### config.mk
export PLATFORM = sky130hd
export DESIGN_NAME = maxpool_2x2_stream
export DESIGN_NICKNAME = d
export VERILOG_FILES = /design/src/rtl/maxpool_2x2_stream.sv
export SDC_FILE = /design/constraint.sdc
export NUM_CORES = 1
export LEC_CHECK = 0
export BUFFER_PORTS_ARGS = -buffer_cell sky130_fd_sc_hd__buf_2
export CORE_MARGIN = 2
export CORE_UTILIZATION = 40
export CTS_CLUSTER_SIZE = 12
export DETAILED_ROUTE_END_ITERATION = 10
export PLACE_DENSITY_LB_ADDON = 0.25
export SYNTH_ARGS = -nofsm -noshare
export SYNTH_HDL_FRONTEND = slang
export SYNTH_SLANG_ARGS = --single-unit
### constraint.sdc
create_clock -name clk -period 4.67 [get_ports clk]
set_input_delay 0.467 -clock clk [delete_from_list [all_inputs] [get_ports clk]]
set_output_delay 0.467 -clock clk [all_outputs]
set_load 0.01 [all_outputs]
### src/rtl/maxpool_2x2_stream.sv
// Streaming 2x2 / stride-2 signed max pooling over raster-order pixels.
// Row pairs are combined through a half-width line buffer of horizontal maxima.
module maxpool_2x2_stream #(
  parameter int DATA_WIDTH = 16,
  parameter int IMG_WIDTH  = 28,
  parameter int IMG_HEIGHT = 28
) (
  input  logic                  clk,
  input  logic                  rst_n,
  input  logic                  in_valid,
  input  logic [DATA_WIDTH-1:0] in_data,
  output logic                  out_valid,
  output logic [DATA_WIDTH-1:0] out_data,
  output logic                  frame_done
);

  localparam int unsigned HALF_W = IMG_WIDTH / 2;
  localparam int unsigned COL_W  = $clog2(IMG_WIDTH);
  localparam int unsigned ROW_W  = $clog2(IMG_HEIGHT);
  localparam int unsigned LB_AW  = (HALF_W > 1) ? $clog2(HALF_W) : 1;

  logic [COL_W-1:0]             col_q, col_d;
  logic [ROW_W-1:0]             row_q, row_d;
  logic signed [DATA_WIDTH-1:0] hold_q, hold_d;
  logic [DATA_WIDTH-1:0]        out_data_q, out_data_d;
  logic                         out_valid_q, out_valid_d;
  logic                         frame_done_q, frame_done_d;
  logic signed [DATA_WIDTH-1:0] lb_q [HALF_W];

  logic signed [DATA_WIDTH-1:0] pix, hm, lb_rd, vm;
  logic [LB_AW-1:0]             lb_idx;
  logic                         col_last, row_last, lb_we;

  always_comb begin
    pix      = $signed(in_data);
    lb_idx   = LB_AW'(col_q >> 1);
    lb_rd    = lb_q[lb_idx];
    hm       = (pix > hold_q) ? pix : hold_q;
    vm       = (hm > lb_rd) ? hm : lb_rd;
    col_last = (col_q == COL_W'(IMG_WIDTH - 1));
    row_last = (row_q == ROW_W'(IMG_HEIGHT - 1));

    col_d        = col_q;
    row_d        = row_q;
    hold_d       = hold_q;
    lb_we        = 1'b0;
    out_valid_d  = 1'b0;
    frame_done_d = 1'b0;
    out_data_d   = out_data_q;

    if (in_valid) begin
      col_d = col_last ? '0 : col_q + COL_W'(1);
      if (col_last) begin
        row_d = row_last ? '0 : row_q + ROW_W'(1);
      end
      // Even column: park the left pixel; odd column: even rows fill the
      // line buffer, odd rows close the window against it.
      if (!col_q[0]) begin
        hold_d = pix;
      end else if (!row_q[0]) begin
        lb_we = 1'b1;
      end else begin
        out_valid_d  = 1'b1;
        out_data_d   = vm;
        frame_done_d = col_last && row_last;
      end
    end
  end

  always_ff @(posedge clk or negedge rst_n) begin
    if (!rst_n) begin
      col_q        <= '0;
      row_q        <= '0;
      hold_q       <= '0;
      out_data_q   <= '0;
      out_valid_q  <= 1'b0;
      frame_done_q <= 1'b0;
    end else begin
      col_q        <= col_d;
      row_q        <= row_d;
      hold_q       <= hold_d;
      out_data_q   <= out_data_d;
      out_valid_q  <= out_valid_d;
      frame_done_q <= frame_done_d;
    end
  end

  // Not reset: each entry is rewritten on an even row before any odd-row read.
  always_ff @(posedge clk) begin
    if (lb_we) begin
      lb_q[lb_idx] <= hm;
    end
  end

  assign out_valid  = out_valid_q;
  assign out_data   = out_data_q;
  assign frame_done = frame_done_q;

endmodule
==> results.json, run 1 <==
{
  "worstSetupStartpointType": "register",
  "grt_overflow_total": 0,
  "rsz0062_at_grt": "yes",
  "crit_chain": "inv_1 -> ha_1 -> a21oi_1 -> o21a_1 -> o2bb2ai_1 -> or4_1 -> a22o_4 -> clkbuf_16 -> mux2_4 -> ha_1 -> nand4_1 -> nor4_2 -> a21boi_4 -> nor4_4 -> a211o_2 -> and4_1 -> a221o_1",
  "hp-class": "in -> async",
  "critical-path-max-stage-delay_ns": 0.49,
  "drt_iter0_markers": 538,
  "grt_pass1_wl_um": 38700,
  "finClkSkew_ns": 0.0191,
  "cp_num_buf_inv": 2,
  "drive_above_1_share_pct": 28.3,
  "clock-sinks": 268,
  "r2r_slack_ns": 0.1,
  "route.vias.total": 6370,
  "fp-row-count": 62,
  "reg2reg_from": "hold_q[9]",
  "vias_per_cell": 5.33,
  "irDropWorstVdd_mv": 0.400,
  "die_area_sq_mm": 0.0302,
  "synth_ff_type": "edfxtp_1",
  "die_y_um": 174,
  "num_io_pins": 37,
  "grt_pass1_vias": 6782,
  "syn_to_final_growth_pct": 17.7,
  "cp.arrival_ns": 4.98,
  "core-area_sq_mm": 0.0285,
  "crit_family": "compound AO/OA/AOI/OAI gates",
  "startpoint": "hold_q[9]",
  "fin_crit_sh_pct": 97.9,
  "setup_viol": 0,
  "total_power_mw": 8.63,
  "slew_violations": 0,
  "insertion_delay_ns": 0.54,
  "syn_area_sq_mm": 0.0115,
  "slew_headroom_pct": 30.2,
  "ctsRootBufferMaster": "clkbuf_16",
  "ys_ff_latch": 268,
  "layout_commonest_cell": "edfxtp_1",
  "grt_max_degree": 45,
  "drtPass1Iterations": 5,
  "mostFrequentLayoutCells": "edfxtp_1, buf_4, mux4_2, nor2_1, dfrtp_1",
  "start_util_pct": 40.3,
  "yosysSeqAreaShare_pct": 68.0,
  "gp_congestion": 0.858,
  "die_w_um": 174,
  "numPortBuffers": 36,
  "cp_common_cell": "ha_1",
  "synth-edff-count": 224,
  "antenna_found_initial": 0,
  "n_fill_cell": 2486,
  "cts_buffer_depth": 3,
  "synthCells": 701,
  "yosys.area.top_type": "edfxtp_1",
  "synth_cell_type_count": 50,
  "cp_max_fo": 7,
  "multi_input_area_sq_mm": 0.00356,
  "avgSynthCellArea_sq_um": 16.4,
  "end_kind": "register",
  "crit_type": "reg -> reg",
  "yosys.area.top_type_share_pct": 58.4,
  "nets": 844,
  "drcViolationCount": 0,
  "p_leak_nw": 4.90,
  "critPathSlowestCell": "or4_1",
  "yosysWarnings": 0,
  "regArea_sq_mm": 0.00783,
  "final_cells": 1196,
  "cts_max_level": 1,
  "cp_data_required_time_ns": 5.08,
  "min_period_ns": 4.57,
  "routed_wl_um": 24800,
  "worst_pin_slew_ns": 1.05,
  "place_inst": 1139,
  "whs_ns": 0.122,
  "async_flop_share_pct": 16.4,
  "fmax_mhz": 219,
  "ant_nets": 0,
  "grtUsageTotal_pct": 16.5,
  "cts_tree": "built",
  "antenna_cells": 0,
  "hold_viol": 0,
  "power.density_mw_per_mm2": 636,
  "drv_cap": 0,
  "status": "completed",
  "cts_buffers": 28,
  "hpwl_um": 16500,
  "avgRoutedWirePerCell_um": 20.7,
  "path_clk_slew_ns": 0.06,
  "synthTopCellsByArea": "edfxtp_1, mux4_2, dfrtp_1, ha_1, mux2i_1",
  "syn_nets": 754
}
-- cell usage after synthesis (4+ instances only) --
library cell  number
a211oi_1          10
a21o_1            10
a21oi_1           42
a221o_1           11
a32o_1             5
buf_1              5
buf_2              9
clkbuf_1          20
dfrtp_1           44
edfxtp_1         224
ha_1              34
inv_1             21
mux2_2            15
mux2_4             5
mux2i_1           30
mux4_2            49
nand2_1           30
nand2b_1           4
nand3_1           11
nand4_1            4
nor2_1            49
nor2b_1            4
nor3_1             8
nor3b_1            5
o21ai_0           24
-- per-layer routing --
metal	up-vias	track usage, %	wire length [um]
met3	44	2.43	881
met4	0	4.66	601
met1	3262	21.8	10900
li1	2951	-	-
met5	-	0	0
met2	113	28.6	12400
-- cell type report --
class                   count  area share [%]
flip-flops and latches    268            57.8
clock buffers              44            5.92
clock inverters             7           0.600
well taps                 384            3.54
repair buffers             97            5.33
multi-input cells         375            26.2
inverters                  21           0.581
-- logic make-up after synthesis --
kind of cell | share of synthesized area, %
compound gates | 6.49
buf+inv | 2.23
simple gates | 5.31
fa+ha+maj | 3.69
mux | 14.3
flops | 68.0
-- final timing paths --
| kind | cells after the start | to |
|---|---|---|
| worst max-delay path | 17 | out_data[0] |
| worst min-delay path | 1 | hold_q[12] |
| worst max register to register | 17 | out_data[0] |
| worst min register to register | 2 | row_q[4] |
| max in group asynchronous | 1 | col_q[1] |
| min in group clk | 3 | hold_q[13] |
-- through the flow --
stage	setup slack [ns]	utilization, %	cell area, sq um	TNS [ns]
2_1_floorplan	0.126	-	11500	0
3_3_place_gp	0.0115	43.9	12500	0
3_5_place_dp	-0.119	43.9	12500	-0.600
4_1_cts	0.0123	47.0	13400	0
5_1_grt	-0.0768	47.5	13600	-0.526
6_report	0.0977	47.5	13600	0
-- what timing repair did --
action                                  4_1_cts  5_1_grt
gates resized for setup                       0       19
endpoints found under the setup margin        0       16
hold buffers                                  0        0
setup buffers                                 0        5
-- registers in the layout, indices dropped and copies added, names as in the netlist --
register and count:
out_valid 1, hold_q 16, col_q 5, frame_done 1, out_data 16, lb_q 224, row_q 5
-- power breakdown --
part           switching, mW  internal [mW]  leakage (nW)
clock                  0.860           1.28         0.428
combinational           1.73           1.45          1.90
sequential             0.272           3.04          2.58
No activity file was read; power rests on OpenSTA's default activity.
==> inputs of run 2 (changes only) <==
Settings changed: CELL_PAD_IN_SITES_DETAIL_PLACEMENT set to 1, CELL_PAD_IN_SITES_GLOBAL_PLACEMENT set to 2.
==> run 2 against run 1 <==
Net effect:
- clock power down 2%
- highest routed layer unchanged
- global-route usage rose by 2.4 points
- register-to-register slack worse by 0.04 ns
- flip-flop and latch count stayed put
- sequential share of layout area is 0.78 points lower
- sequential power decreased by 2%
- via count is 3.2% higher
- utilization grew 0.65 points
==> results.json, run 2 (same netlist as run 1, synthesis figures left out) <==
{
  "grt_max_degree": 45,
  "grt_pass1_vias": 7339,
  "routed_wl_um": 27800,
  "cp_data_required_time_ns": 5.10,
  "swShare_pct": 34.3,
  "slew_headroom_pct": 30.5,
  "path_clk_slew_ns": 0.06,
  "mostFrequentLayoutCells": "edfxtp_1, buf_4, mux4_2",
  "numPortBuffers": 36,
  "largest_register_ffs": 224,
  "m1WireLength_um": 12700,
  "place_inst": 1150,
  "die_y_um": 174,
  "p_sw_mw": 3.04,
  "wl_met2_um": 13800,
  "critPathSlowestCell": "or4b_4",
  "hold_viol": 0,
  "route.vias.total": 6575,
  "antenna_found_initial": 0,
  "worstSetupStartpointType": "register",
  "n_fill_cell": 2820,
  "cp_max_fo": 8,
  "gp_congestion": 0.796,
  "ant_nets": 0,
  "avgRoutedWirePerCell_um": 23.1,
  "r2r_cells": 18,
  "clock-sinks": 268,
  "total_power_mw": 8.86,
  "min_period_ns": 4.61,
  "setup_viol": 0,
  "layout_commonest_cell": "edfxtp_1",
  "reg2reg_from": "hold_q[5]",
  "drive_above_1_share_pct": 31.4,
  "drtPass1Iterations": 4,
  "power_frac_seq_pct": 36.8,
  "antenna_cells": 0,
  "r2r_slack_ns": 0.06,
  "cp.arrival_ns": 5.04,
  "hp-class": "in -> async",
  "start_util_pct": 40.3,
  "fmax_mhz": 217,
  "nets": 856,
  "fp-row-count": 62,
  "worst_r2r_endpoint": "out_data[2]",
  "critical-path-max-stage-delay_ns": 0.56,
  "grt_overflow_total": 0,
  "slew_violations": 0,
  "status": "completed",
  "end_kind": "register",
  "internal_power_mw": 5.81,
  "grtUsageTotal_pct": 19.0,
  "irDropWorstVdd_mv": 0.337,
  "top_layer": "met4",
  "fin_crit_sh_pct": 98.7,
  "drv_cap": 0,
  "hpwl_um": 18500,
  "top_register": "lb_q",
  "cp_common_cell": "a21o_1",
  "cts_buffer_depth": 3,
  "met3_length_um": 737,
  "ctsRootBufferMaster": "clkbuf_16",
  "drcViolationCount": 0,
  "syn_to_final_growth_pct": 19.3,
  "cts_buffers": 28,
  "rsz0062_at_grt": "yes",
  "num_io_pins": 37,
  "core-area_sq_mm": 0.0285,
  "die_w_um": 174,
  "crit_chain": "inv_1 -> ha_1 -> a21oi_1 -> o21ai_0 -> o2bb2ai_1 -> or4_4 -> a22o_4 -> buf_12 -> mux2_4 -> ha_4 -> a21o_1 -> a21oi_2 -> nor2_2 -> nor4_4 -> or4b_4 -> buf_6 -> a32o_1 -> a21o_1",
  "power.density_mw_per_mm2": 644,
  "p_leak_nw": 4.94,
  "finClkSkew_ns": 0.0125,
  "worst_pin_slew_ns": 1.04,
  "final_cells": 1205,
  "p_clk_share_pct": 23.6,
  "cts_tree": "built",
  "die_area_sq_mm": 0.0302,
  "cts_max_level": 1,
  "fin_tns_setup_ns": 0,
  "crit_type": "reg -> reg",
  "drt_iter0_markers": 362,
  "vias_per_cell": 5.46,
  "comb_power_share_pct": 39.6,
  "grt_pass1_wl_um": 44100,
  "insertion_delay_ns": 0.54
}
==> run 2: cell types whose count changed in the layout (fill, tap and decap cells not counted), moves of 2 or more <==
cell / before / now
inv_1: 20 / 16
clkbuf_1: 13 / 11
clkbuf_8: 2 / 0
a211oi_2: 0 / 2
ha_1: 33 / 25
clkbuf_16: 30 / 28
inv_2: 1 / 5
ha_4: 1 / 9
a211oi_1: 10 / 8
buf_4: 54 / 65
==> run 2: routing by layer <==
layer  vias up  global-route usage [%]
li1       2972                       -
met1      3453                    26.3
met2       106                    32.1
met4         0                    5.01
met3        44                    2.13
met5         -                       0
==> run 2: worst max-delay path by stage <==
stage | to | start | cells past startpoint | slack [ns]
floorplan | out_data[10] | in_data[11] | 19 | 0.13
global placement | out_data[4] | in_data[11] | 18 | -0.09
detailed placement | out_data[2] | in_data[11] | 18 | -0.34
CTS | out_data[2] | hold_q[13] | 18 | 0.01
global route | out_data[4] | hold_q[11] | 18 | -0.03
finish | out_data[2] | hold_q[5] | 18 | 0.06
==> run 2: per-stage QoR <==
stage | util [%] | area, sq um | hold WS [ns] | setup WS [ns]
after floorplan | - | 11500 | 0.171 | 0.126
after global placement | 44.2 | 12600 | 0.471 | -0.0897
after detailed placement | 44.2 | 12600 | 0.504 | -0.342
after CTS | 47.5 | 13600 | 0.126 | 0.0114
after global routing | 48.1 | 13700 | 0.194 | -0.0292
final | 48.1 | 13700 | 0.113 | 0.0625
==> run 2: area by class of cell <==
class	count	area, sq um	area share [%]
Clock buffer	39	742	5.40
Multi-Input combinational cell	375	3680	26.8
Inverter	21	78.8	0.574
Tap cell	384	480	3.50
Clock inverter	9	105	0.765
Sequential cell	268	7830	57.0
Timing Repair Buffer	109	818	5.95
==> run 2: power by group through the flow <==
stage	Sequential [mW]	Combinational (mW)	Clock, mW
3_3_place_gp	3.29	3.08	0
5_1_grt	3.29	3.82	2.23
3_5_place_dp	3.31	3.19	0
4_1_cts	3.26	3.31	2.14
6_report	3.26	3.51	2.09
2_1_floorplan	3.18	2.09	0
==> run 2: timing repair <==
action                                  CTS  global route
hold endpoints to repair                  0             0
hold buffers                              0             0
cloned                                    1             1
resized for setup                        11            30
endpoints found under the setup margin   16            16
buffers inserted                          2             3
pin swaps                                 6             9
==> run 2: critical path: cells and delay by family, from the launching register on <==
family                   cells  cell delay, ns
AND/OR/NAND/NOR              4            1.50
AO/OA/AOI/OAI                8            1.40
adder cells (fa/ha/maj)      2            0.53
buffers and inverters        3            0.37
flip-flops                   1            0.35
multiplexers                 1            0.32
==> inputs of run 3 (changes only) <==
Settings changed: PLACE_DENSITY set to 0.76, PLACE_DENSITY_LB_ADDON 0.25 to not set.
==> run 3 against run 2 <==
Net effect:
- sequential power hardly changed
- non-clock buffer count is 4 higher
- wire length is 4.1% higher
- flip-flop and latch count stayed put
- via count is 0.94% higher
- sequential share of layout area is 1.1 points lower
- largest power group unchanged
==> results.json, run 3 (same netlist as run 1, synthesis figures left out) <==
{
  "cp_max_fo": 8,
  "clock-sinks": 268,
  "p_leak_nw": 5.01,
  "min_period_ns": 4.59,
  "timing.final.ws_setup_ns": 0.0766,
  "cts_buffer_depth": 3,
  "top_register": "lb_q",
  "grt_max_degree": 45,
  "routed_wl_um": 29000,
  "path_clk_slew_ns": 0.06,
  "drtPass1Iterations": 5,
  "vias_per_cell": 5.49,
  "worst_pin_slew_ns": 1.12,
  "slew_violations": 0,
  "drcViolationCount": 0,
  "grt_overflow_total": 0,
  "n_fill_cell": 2781,
  "cp_data_required_time_ns": 5.09,
  "cts_buffers": 29,
  "drv_cap": 0,
  "gp_congestion": 0.811,
  "nets": 861,
  "largest_register_ffs": 224,
  "p_clk_share_pct": 23.0,
  "slew_headroom_pct": 25.5,
  "mostFrequentLayoutCells": "edfxtp_1, buf_4, mux4_2",
  "route.vias.total": 6637,
  "num_io_pins": 37,
  "rsz0062_at_grt": "yes",
  "power_frac_seq_pct": 35.3,
  "drt_iter0_markers": 439,
  "die_area_sq_mm": 0.0302,
  "irDropWorstVdd_mv": 0.282,
  "avgRoutedWirePerCell_um": 24.0,
  "finClkSkew_ns": 0.00705,
  "cp.arrival_ns": 5.02,
  "insertion_delay_ns": 0.53,
  "hpwl_um": 18800,
  "p_sw_mw": 3.19,
  "comb_power_share_pct": 41.8,
  "total_power_mw": 9.21,
  "drive_above_1_share_pct": 34.5,
  "syn_to_final_growth_pct": 21.6,
  "ctsRootBufferMaster": "clkbuf_16",
  "cts-hold-fix-buffers": 0,
  "core-area_sq_mm": 0.0285,
  "status": "completed",
  "numPortBuffers": 36,
  "grtUsageTotal_pct": 19.5,
  "crit_type": "reg -> reg",
  "place_ws_ns": -0.319,
  "hold_viol": 0,
  "power.density_mw_per_mm2": 657,
  "worstSetupStartpointType": "register",
  "fmax_mhz": 218,
  "end_kind": "register",
  "antenna_cells": 0,
  "setup_viol": 0,
  "die_w_um": 174,
  "swShare_pct": 34.6,
  "start_util_pct": 40.3,
  "die_y_um": 174,
  "fp-row-count": 62,
  "cts_max_level": 1,
  "layout_commonest_cell": "edfxtp_1",
  "hp-class": "in -> async",
  "internal_power_mw": 6.02,
  "cts_tree": "built",
  "grt_pass1_vias": 7294,
  "antenna_found_initial": 1,
  "place_inst": 1151,
  "grt_pass1_wl_um": 44800,
  "fin_crit_sh_pct": 98.4,
  "ant_nets": 0,
  "whs_ns": 0.132,
  "final_cells": 1208
}
run 3: cell types whose count changed in the layout (fill, tap and decap cells not counted), sizes merged:
cell and change:
buf +3, clkinvlp +1, clkbuf -3, clkinv +2
run 3: final cells by class:
class / count / area, sq um / area share, %
clock buffers: 35 / 748 / 5.34
clock inverters: 12 / 110 / 0.786
inverters: 21 / 78.8 / 0.563
multi-input cells: 375 / 3900 / 27.9
flip-flops and latches: 268 / 7830 / 55.9
well taps: 384 / 480 / 3.43
repair buffers: 113 / 855 / 6.10
run 3: through the flow:
step	instance area (sq um)	TNS, ns	utilization [%]
floorplan	11500	0	-
global placement	12600	-0.274	44.2
detailed placement	12600	-4.30	44.2
CTS	13500	0	47.3
global route	14000	-0.478	49.1
finish	14000	0	49.1
run 3: power groups by stage:
stage	sequential [mW]	clock, mW	combinational [mW]
after detailed placement	3.30	0	3.28
after global placement	3.28	0	3.15
after CTS	3.25	2.16	3.34
final	3.25	2.11	3.84
after floorplan	3.18	0	2.09
after global routing	3.28	2.25	4.17
run 3: critical path, cell delays in order (launching register included):
cell and delay (ns):
dfrtp_1 0.38, inv_1 0.11, ha_4 0.21, nand4_1 0.19
nor4_2 0.09, a21boi_2 0.17, or4_4 0.53, a22o_4 0.27
buf_12 0.15, mux2_4 0.32, ha_4 0.22, nand4_1 0.17
nor4_4 0.06, a21boi_2 0.17, nor4_4 0.32, or4b_4 0.56
buf_6 0.16, a32o_1 0.25, a21o_1 0.15
run 3: routing by layer:
metal  part of all wire (%)  vias to the layer above  GRT usage [%]
li1                       -                     2971              -
met1                     43                     3464           26.4
met2                     51                      166           33.6
met3                    3.6                       36           2.30
met4                    2.2                        0           5.22
met5                      0                        -              0
run 3: final timing paths:
kind / start / slack (ns) / cells past startpoint / end
worst max-delay path: hold_q[14] / 0.08 / 18 / out_data[4]
worst min-delay path: rst_n / 0.13 / 1 / hold_q[8]
worst max register to register: hold_q[14] / 0.08 / 18 / out_data[4]
worst min register to register: row_q[4] / 0.50 / 2 / row_q[4]
max in group asynchronous: rst_n / 3.73 / 1 / col_q[1]
min in group clk: in_data[2] / 0.19 / 3 / hold_q[2]
run 3: repair_timing:
item                                    in CTS  in global routing
endpoints found under the hold margin        0                  0
buffers inserted                             1                  8
resized for setup                            3                 58
cloned                                       0                  1
pin swaps                                    1                 21
endpoints found under the setup margin      16                 16
